===== config.mk =====
export PLATFORM = sky130hd
export DESIGN_NAME = reg_file_sb_flat
export DESIGN_NICKNAME = d
export VERILOG_FILES = /design/src/rtl/reg_file_sb_if.sv /design/src/rtl/reg_file_sb.sv /design/src/flat_wrapper.sv
export SDC_FILE = /design/constraint.sdc
export NUM_CORES = 2
export LEC_CHECK = 0
export ABC_CLOCK_PERIOD_IN_PS = 3400
export CAP_MARGIN = 20
export CORE_MARGIN = 5
export CORE_UTILIZATION = 48
export CTS_CLUSTER_DIAMETER = 150
export CTS_CLUSTER_SIZE = 20
export DETAILED_ROUTE_END_ITERATION = 10
export PLACE_DENSITY = 0.67
export SETUP_SLACK_MARGIN = 0.2
export SLEW_MARGIN = 20
export SYNTH_ARGS = -nofsm -noshare
export SYNTH_HDL_FRONTEND = slang
export SYNTH_SLANG_ARGS = --single-unit
export TNS_END_PERCENT = 1

===== constraint.sdc =====
create_clock -name clk -period 3.4 [get_ports clk]
set_input_delay 0.34 -clock clk [delete_from_list [all_inputs] [get_ports clk]]
set_output_delay 0.34 -clock clk [all_outputs]
set_load 0.05 [all_outputs]

===== src/rtl/reg_file_sb_if.sv =====
// Operand-read, writeback and issue-scoreboard signals of the register file.
// The issue/writeback side drives through master; the register file is the slave.
interface reg_file_sb_if #(
  parameter int N  = 32,
  parameter int AW = 5
);
  logic [AW-1:0] ReadReg1;
  logic [AW-1:0] ReadReg2;
  logic [N-1:0]  Read_data1;
  logic [N-1:0]  Read_data2;
  logic          busy1;
  logic          busy2;
  logic [AW-1:0] WriteReg;
  logic          RegWrite;
  logic [N-1:0]  D;
  logic          issue_valid;
  logic [AW-1:0] issue_rd;
  logic          flush;
  logic [AW:0]   pending_count;

  modport master (
    output ReadReg1, ReadReg2, WriteReg, RegWrite, D, issue_valid, issue_rd, flush,
    input  Read_data1, Read_data2, busy1, busy2, pending_count
  );

  modport slave (
    input  ReadReg1, ReadReg2, WriteReg, RegWrite, D, issue_valid, issue_rd, flush,
    output Read_data1, Read_data2, busy1, busy2, pending_count
  );
endinterface


===== src/rtl/reg_file_sb.sv =====
// Integer register file: two combinational read ports, one write port, optional
// write-to-read forwarding and a per-register busy scoreboard for RAW detection.
module reg_file_sb #(
  parameter int N      = 32,
  parameter int DEPTH  = 32,
  parameter int AW     = 5,
  parameter int BYPASS = 1
) (
  input  logic         clk,
  input  logic         rst,
  reg_file_sb_if.slave bus
);

  localparam int          IW      = (DEPTH > 1) ? $clog2(DEPTH) : 1;
  localparam logic [AW:0] DEPTH_A = (AW+1)'(DEPTH);
  localparam logic [AW:0] CNT_MAX = (AW+1)'(DEPTH - 1);
  localparam logic [AW:0] CNT_ONE = (AW+1)'(1);

  logic [N-1:0]     regs [DEPTH];
  logic [DEPTH-1:0] busy;
  logic [DEPTH-1:0] busy_nxt;
  logic [AW:0]      cnt;

  logic [IW-1:0] rd1_idx, rd2_idx, wr_idx, iss_idx;
  logic          rd1_live, rd2_live, wr_live, iss_live;
  logic          wr_en, iss_en;
  logic          fwd1, fwd2;
  logic          set_evt, clr_evt;
  logic [N-1:0]  rdata1, rdata2;
  logic          rbusy1, rbusy2;

  // Register 0 and addresses at or beyond DEPTH hold nothing.
  function automatic logic live_addr(input logic [AW-1:0] addr);
    return (addr != '0) && ({1'b0, addr} < DEPTH_A);
  endfunction

  // Net change is at most one step; the guards keep the counter from wrapping.
  function automatic logic [AW:0] count_step(input logic [AW:0] c,
                                             input logic        inc,
                                             input logic        dec);
    logic [AW:0] r;
    r = c;
    if (inc && !dec && (c < CNT_MAX))
      r = c + CNT_ONE;
    else if (dec && !inc && (c != '0))
      r = c - CNT_ONE;
    return r;
  endfunction

  assign rd1_idx  = bus.ReadReg1[IW-1:0];
  assign rd2_idx  = bus.ReadReg2[IW-1:0];
  assign wr_idx   = bus.WriteReg[IW-1:0];
  assign iss_idx  = bus.issue_rd[IW-1:0];

  assign rd1_live = live_addr(bus.ReadReg1);
  assign rd2_live = live_addr(bus.ReadReg2);
  assign wr_live  = live_addr(bus.WriteReg);
  assign iss_live = live_addr(bus.issue_rd);

  assign wr_en    = bus.RegWrite && wr_live;
  assign iss_en   = bus.issue_valid && iss_live;

  assign fwd1     = (BYPASS != 0) && wr_en && (bus.WriteReg == bus.ReadReg1);
  assign fwd2     = (BYPASS != 0) && wr_en && (bus.WriteReg == bus.ReadReg2);

  always_ff @(posedge clk or negedge rst) begin
    if (!rst) begin
      for (int i = 0; i < DEPTH; i++)
        regs[i] <= '0;
    end else if (wr_en) begin
      regs[wr_idx] <= bus.D;
    end
  end

  // Read ports are forced to zero while reset is held, even against a forwarded write.
  always_comb begin
    rdata1 = '0;
    rdata2 = '0;
    rbusy1 = 1'b0;
    rbusy2 = 1'b0;
    if (rst && rd1_live) begin
      rdata1 = fwd1 ? bus.D : regs[rd1_idx];
      rbusy1 = busy[rd1_idx] && !fwd1;
    end
    if (rst && rd2_live) begin
      rdata2 = fwd2 ? bus.D : regs[rd2_idx];
      rbusy2 = busy[rd2_idx] && !fwd2;
    end
  end

  assign bus.Read_data1 = rdata1;
  assign bus.Read_data2 = rdata2;
  assign bus.busy1      = rbusy1;
  assign bus.busy2      = rbusy2;

  // Flush beats issue, and a new issue beats a same-cycle writeback clear.
  always_comb begin
    busy_nxt = busy;
    for (int i = 1; i < DEPTH; i++) begin
      if (bus.flush)
        busy_nxt[i] = 1'b0;
      else if (bus.issue_valid && (bus.issue_rd == AW'(i)))
        busy_nxt[i] = 1'b1;
      else if (bus.RegWrite && (bus.WriteReg == AW'(i)))
        busy_nxt[i] = 1'b0;
    end
    busy_nxt[0] = 1'b0;
  end

  assign set_evt = iss_en && !busy[iss_idx];
  assign clr_evt = wr_en && busy[wr_idx] &&
                   !(bus.issue_valid && (bus.issue_rd == bus.WriteReg));

  always_ff @(posedge clk or negedge rst) begin
    if (!rst) begin
      busy <= '0;
      cnt  <= '0;
    end else if (bus.flush) begin
      busy <= '0;
      cnt  <= '0;
    end else begin
      busy <= busy_nxt;
      cnt  <= count_step(cnt, set_evt, clr_evt);
    end
  end

  assign bus.pending_count = cnt;

endmodule

===== src/flat_wrapper.sv =====
// flat-port wrapper written by rule: the top's interface ports become plain ports
module reg_file_sb_flat 
#(
  parameter int N      = 32,
  parameter int DEPTH  = 32,
  parameter int AW     = 5,
  parameter int BYPASS = 1
)
  (clk, rst, bus_ReadReg1, bus_ReadReg2, bus_WriteReg, bus_RegWrite, bus_D, bus_issue_valid, bus_issue_rd, bus_flush, bus_Read_data1, bus_Read_data2, bus_busy1, bus_busy2, bus_pending_count);
  reg_file_sb_if #(.N(N), .AW(AW)) bus_i ();
  input  logic clk;
  input  logic rst;
  input wire logic [$bits(bus_i.ReadReg1)-1:0] bus_ReadReg1;
  input wire logic [$bits(bus_i.ReadReg2)-1:0] bus_ReadReg2;
  input wire logic [$bits(bus_i.WriteReg)-1:0] bus_WriteReg;
  input wire logic [$bits(bus_i.RegWrite)-1:0] bus_RegWrite;
  input wire logic [$bits(bus_i.D)-1:0] bus_D;
  input wire logic [$bits(bus_i.issue_valid)-1:0] bus_issue_valid;
  input wire logic [$bits(bus_i.issue_rd)-1:0] bus_issue_rd;
  input wire logic [$bits(bus_i.flush)-1:0] bus_flush;
  output wire logic [$bits(bus_i.Read_data1)-1:0] bus_Read_data1;
  output wire logic [$bits(bus_i.Read_data2)-1:0] bus_Read_data2;
  output wire logic [$bits(bus_i.busy1)-1:0] bus_busy1;
  output wire logic [$bits(bus_i.busy2)-1:0] bus_busy2;
  output wire logic [$bits(bus_i.pending_count)-1:0] bus_pending_count;
  assign bus_i.ReadReg1 = bus_ReadReg1;
  assign bus_i.ReadReg2 = bus_ReadReg2;
  assign bus_i.WriteReg = bus_WriteReg;
  assign bus_i.RegWrite = bus_RegWrite;
  assign bus_i.D = bus_D;
  assign bus_i.issue_valid = bus_issue_valid;
  assign bus_i.issue_rd = bus_issue_rd;
  assign bus_i.flush = bus_flush;
  assign bus_Read_data1 = bus_i.Read_data1;
  assign bus_Read_data2 = bus_i.Read_data2;
  assign bus_busy1 = bus_i.busy1;
  assign bus_busy2 = bus_i.busy2;
  assign bus_pending_count = bus_i.pending_count;
  reg_file_sb #(.N(N), .DEPTH(DEPTH), .AW(AW), .BYPASS(BYPASS)) u_core (.clk(clk), .rst(rst), .bus(bus_i));
endmodule

### Word level (Yosys, flattened, before mapping)

Cells that the tools add are included.

* register bits after elaboration: 1062
* latch bits: 0
* bits in writable memories: 0
* ROM bits: 0
* input port bits: 57
* output and inout port bits: 72
* logic and storage cells: 355
* memories kept: 0

* $add $sub $neg: 2
* $mul: 0
* div/mod/pow operators: 0
* $lt $le $gt $ge: 9
* equality and inequality tests: 65
* shift operators: 0
* mux-type cells: 89
* bitwise operators: 3
* reductions and logical operators: 122

Operator list (count)
* 1024-bit bitwise mux: 1
* 32-bit binary-select mux with 5-bit select: 2
* 32-bit 2-to-1 mux: 10
* 32-bit demux with 5-bit select: 1
* 5-bit equality test, second input constant: 32
* 3-bit nonzero test: 32
* 5-bit by 4-bit equality test with 1-bit output, second input constant: 16
* 1-bit logical AND: 79
* 1-bit 2-to-1 mux: 68
* 5-bit by 3-bit equality test with 1-bit output, second input constant: 8
* 5-bit by 6-bit less-than comparator with 1-bit output, second input constant: 4
* 1-bit binary-select mux with 5-bit select: 4
* 5-bit by 2-bit equality test with 1-bit output, second input constant: 4
* 5-bit nonzero test: 4
* 6-bit >= comparator, second input constant: 3
* 6-bit 2-to-1 mux: 3
* 5-bit NOT with 6-bit output: 3
* 5-bit equality test: 3
* 5-bit by 1-bit equality test with 1-bit output, second input constant: 2
* 6-bit by 1-bit adder with 6-bit output, second input constant: 1
* 1-bit logical NOT: 6
* 6-bit by 1-bit less-than comparator with 1-bit output, second input constant: 1
* 6-bit by 5-bit less-than comparator with 1-bit output, second input constant: 1
* 6-bit nonzero test: 1
* 6-bit by 1-bit subtractor with 6-bit output, second input constant: 1

### Longest topological paths before layout

* depth after elaboration: 10
* mapped depth: 15

### Worst setup path before layout

No wires, ideal clock.

* kind: input to output
* start: input bus_WriteReg[1]
* end: output bus_busy2
* arrival: 4.082 ns
* path slack: -1.022 ns
* cell stages on the path: 8
* path buffers: 2
* path through: buf_2 -> or4_1 -> o21ai_0 -> nor4_1 -> nand3_1 -> clkbuf_1 -> inv_1 -> a2111oi_0

* longest elaborated chain between the ends: 6
* elaborated cells between the ends (all ways): 7
* those cells by class: eq/ne: 1; mux: 1; reduce/logical: 5

RTL lines
* start, declared: line flat_wrapper.sv:15 `input wire logic [$bits(bus_i.WriteReg)-1:0] bus_WriteReg;`
* 5-bit nonzero test: line reg_file_sb.sv:34 `return (addr != '0) && ({1'b0, addr} < DEPTH_A);`
* 1-bit logical AND: line reg_file_sb.sv:60 `assign wr_en = bus.RegWrite && wr_live;`
* 1-bit logical AND (*): line reg_file_sb.sv:64 `assign fwd2 = (BYPASS != 0) && wr_en && (bus.WriteReg == bus.ReadReg2);`
* 1-bit logical NOT (*): line reg_file_sb.sv:87 `rbusy2 = busy[rd2_idx] && !fwd2;`
* 1-bit logical AND (*): line reg_file_sb.sv:87
* 1-bit 2-to-1 mux (*): line reg_file_sb.sv:85 `if (rst && rd2_live) begin`
* end, declared: line flat_wrapper.sv:24 `output wire logic [$bits(bus_i.busy2)-1:0] bus_busy2;`

Every way passes the cells marked *; elsewhere a longest branch is shown, timed or not.

### Worst setup path after layout

* start: register u_core.busy[14]
* end: register u_core.cnt[5], in the netlist u_core.bus.pending_count[5]

* longest elaborated chain between the ends: 9
* elaborated cells between the ends (all ways): 17
* those cells by class: mux: 6; reduce/logical: 11

RTL lines
* start, declared: line reg_file_sb.sv:20 `logic [DEPTH-1:0] busy;`
* start signal, assigned: line reg_file_sb.sv:122 `busy <= busy_nxt;`
* 1-bit binary-select mux with 5-bit select: line reg_file_sb.sv:111 `assign clr_evt = wr_en && busy[wr_idx] &&`
* 1-bit 2-to-1 mux (implied by the code): line reg_file_sb.sv:111
* 1-bit logical AND (2 in a row): line reg_file_sb.sv:111
* 1-bit logical NOT: line reg_file_sb.sv:43 `if (inc && !dec && (c < CNT_MAX))`
* 1-bit logical AND (2 in a row): line reg_file_sb.sv:43
* 6-bit 2-to-1 mux: line reg_file_sb.sv:43
* 6-bit 2-to-1 mux: line reg_file_sb.sv:118 `end else if (bus.flush) begin`
* end signal, assigned: line reg_file_sb.sv:123 `cnt <= count_step(cnt, set_evt, clr_evt);`
* end, declared: line reg_file_sb.sv:22 `logic [AW:0] cnt;`

Parallel ways exist; a longest one is shown, timed or not. The select of a mux whose other input is x is not followed.
A chain may end at the register's enable or synchronous reset.

==> results.sh <==
export IMPL_outcome="complete, no violations"
export IMPL_nets=4255
export IMPL_synth_area_per_cell_um2=14.18
export IMPL_grt_overflow=0
export IMPL_synth_edf_count=0
export IMPL_die_height_um=358.7
export IMPL_ys_types=54
export IMPL_hold_viol=0
export IMPL_slowest_delay_ns=0.49
export IMPL_worst_ep_arrival_time_ns=4.00
export IMPL_avgRoutedWirePerCell_um=30.60
export IMPL_floorplan_rows=128
export IMPL_min_period_ns=3.359
export IMPL_grt_max_degree=169
export IMPL_yosysSeqAreaShare_pct=45.50
export IMPL_crit_buf_inv=0
export IMPL_first_pass_iters=5
export IMPL_synth_seq_cells=1061
export IMPL_p_per_area_mw_per_mm2=500.2
export IMPL_drive_above_1_share_pct=47.83
export IMPL_synth_flop_cell="dfrtp_1"
export IMPL_startpoint_type="flip-flop"
export IMPL_avgViaCountPerCell=6.655
export IMPL_final_cell_mix="dfrtp_1 (1,061), mux2_2 (999), mux4_2 (443), mux2i_1 (391), buf_4 (256)"
export IMPL_area_growth_pct=13.83
export IMPL_path_common_cell="a21o_1"
export IMPL_synth_async_reset_ratio_pct=100.0
export IMPL_cp_data_required_time_ns=4.04
export IMPL_cp_slowest_cell="mux4_2"
export IMPL_cts_made_buffers=59
export IMPL_rsz0062_at_grt="true"
export IMPL_core_area_mm2=0.1212
export IMPL_stdcell_area_mm2=0.06643
export IMPL_start_util_pct=48.13
export IMPL_gp_congestion=0.8539
export IMPL_worstPathMaxFanout=3
export IMPL_path_class="flip-flop to flip-flop"
export IMPL_cts_root_buf="clkbuf_16"
export IMPL_slew_viol_final=0
export IMPL_io_pins=129
export IMPL_yosys_warnings=0
export IMPL_min_delay_path_class="input port to async pin"
export IMPL_track_usage_pct=27.72
export IMPL_antenna_found_initial=2
export IMPL_numClockSinks=1061
export IMPL_setup_tns_ns=0
export IMPL_crit_family="compound AO/OA/AOI/OAI gates"
export IMPL_routed_wl_um=178100
export IMPL_fmax_mhz=297.7
export IMPL_ant_nets=0
export IMPL_drt_iter0_drc=3760
export IMPL_finalNonFillerCells=5822
export IMPL_dp_cells=5747
export IMPL_cts_tree="yes"
export IMPL_clkTransAtPathRegs_ns=0.09
export IMPL_layout_commonest_cell="dfrtp_1"
export IMPL_tightest_slew_ns=0.9856
export IMPL_end_kind="flip-flop"
export IMPL_drc=0
export IMPL_setup_viol=0
export IMPL_num_vias=38748
export IMPL_synth_nets=4178
export IMPL_io_buffers=128
export IMPL_grt_pass1_wl_um=267900
export IMPL_max_cap_violations=0
export IMPL_crit_chain="mux4_2, mux2_4, a32o_2, or3_4, nand2b_4, ha_4, a21o_1, a21oi_2, o21bai_1, a21o_1, or4_1, a31oi_1"
export IMPL_clockBufferDepth=3
export IMPL_grt_pass1_vias=39830
export IMPL_synthesis_area_mm2=0.05835
export IMPL_slew_headroom_pct=34.09
export IMPL_min_period_over_period_pct=98.80
export IMPL_r2r_slack_ns=0.04
export IMPL_leakage_uw=0.02877
export IMPL_clk_latency_ns=0.72
export IMPL_max_vdd_ir_drop_v=0.0005267
export IMPL_placed_area_mm2=0.06448
export IMPL_die_area_mm2=0.1286
export IMPL_ctsHtreeMaxLevel=2
export IMPL_synth_cells=4116
export IMPL_skew_ns=0.007543
export IMPL_dp_hpwl_um=109000
export IMPL_die_x_um=358.7
## cell families (layout without fill, tap and decap cells)
family / Yosys count / in the layout / share of synthesized area [%]
and+or+nand+nor: 299 / 299 / 2.286
muxes: 1839 / 1839 / 43.28
other: 0 / 1 / 0
AOI/OAI and AO/OA: 417 / 417 / 5.266
DFF: 1061 / 1061 / 45.50
xor gates and xnor gates: 18 / 18 / 0.2702
buffers and inverters: 477 / 557 / 3.283
adders and majority gates: 5 / 5 / 0.1201
## report_power, final
part / total, µW / internal, µW / switching [µW] / leakage, µW
clock: 7470 / 3200 / 4270 / 0.000772
sequential: 16700 / 14900 / 1720 / 0.0136
combinational: 9090 / 5270 / 3820 / 0.0144
## routing by layer
layer	part of all wire (%)	wire (µm)	track usage, %	vias to the layer above
met2	47	83770	43.95	1577
met3	7.8	13930	5.560	301
met4	3.3	5845	7.736	0
met1	42	74580	39.30	20906
met5	0	0	0	-
li1	-	-	-	15964
## flip-flops by register name (all words and copies together) (netlist names)
name	count
u_core.regs	1024
u_core.busy	31
u_core.bus.pending_count	6
## cell type report
type / count / area (µm²)
Fill cell: 9869 / 54810
Multi-Input combinational cell: 2578 / 30320
Sequential cell: 1061 / 26550
Timing Repair Buffer: 485 / 5919
Tap cell: 1625 / 2033
Clock buffer: 62 / 1530
Clock inverter: 2 / 40.04
Inverter: 8 / 32.53
Antenna cell: 1 / 2.502
## path summary, 6_finish.rpt
path                              startpoint                          end  cells after the start
min reg2reg                u_core.regs[1005]            u_core.regs[1005]                      0
max                          u_core.busy[14]  u_core.bus.pending_count[5]                     12
max reg2reg                  u_core.busy[14]  u_core.bus.pending_count[5]                     12
min                                      rst             u_core.regs[129]                      2
max in group asynchronous                rst              u_core.regs[76]                      4
min in group clk             bus_issue_rd[1]              u_core.busy[23]                      6
## cells in the mapped netlist (63+ instances only)
| cell type | number | area (µm²) |
|---|---|---|
| dfrtp_1 | 1061 | 26550 |
| clkbuf_1 | 313 | 1175 |
| a22oi_1 | 79 | 593.1 |
| mux4_2 | 442 | 9955 |
| buf_1 | 65 | 244.0 |
| o211ai_1 | 63 | 473.0 |
| a221oi_1 | 127 | 1112 |
| buf_2 | 88 | 440.4 |
| mux2_2 | 1000 | 11260 |
| nor2_1 | 144 | 540.5 |
| nand2_1 | 65 | 244.0 |
| mux2i_1 | 391 | 3914 |
## metrics by stage
| stage | total power (µW) | hold WS (ns) | worst slack (ns) | utilization [%] |
|---|---|---|---|---|
| finish | 33230 | 0.1093 | 0.04064 | 54.79 |
| global route | 34740 | 0.09318 | -0.06479 | 54.79 |
| floorplan | 22640 | 0.04441 | -0.3105 | - |
| global placement | 25490 | 0.2559 | -0.8092 | 53.19 |
| detailed placement | 25780 | 0.2565 | -0.8044 | 53.19 |
| CTS | 33270 | 0.08499 | 0.01561 | 54.63 |
## worst register-to-register path: stages (launching register included)
cell,delay (ns)
dfrtp_1,0.39
mux4_2,0.49
mux2_4,0.28
a32o_2,0.27
or3_4,0.36
nand2b_4,0.17
ha_4,0.22
a21o_1,0.18
a21oi_2,0.14
o21bai_1,0.09
a21o_1,0.16
or4_1,0.39
a31oi_1,0.15
## what timing repair did
item / in CTS / in global routing
setup buffers: 9 / 0
endpoints found under the hold margin: 144 / 0
pin swaps: 5 / 9
hold buffers: 1 / 0
endpoints found under the setup margin: 69 / 70
gates resized for setup: 13 / 41
(Power assumes the default switching activity.)
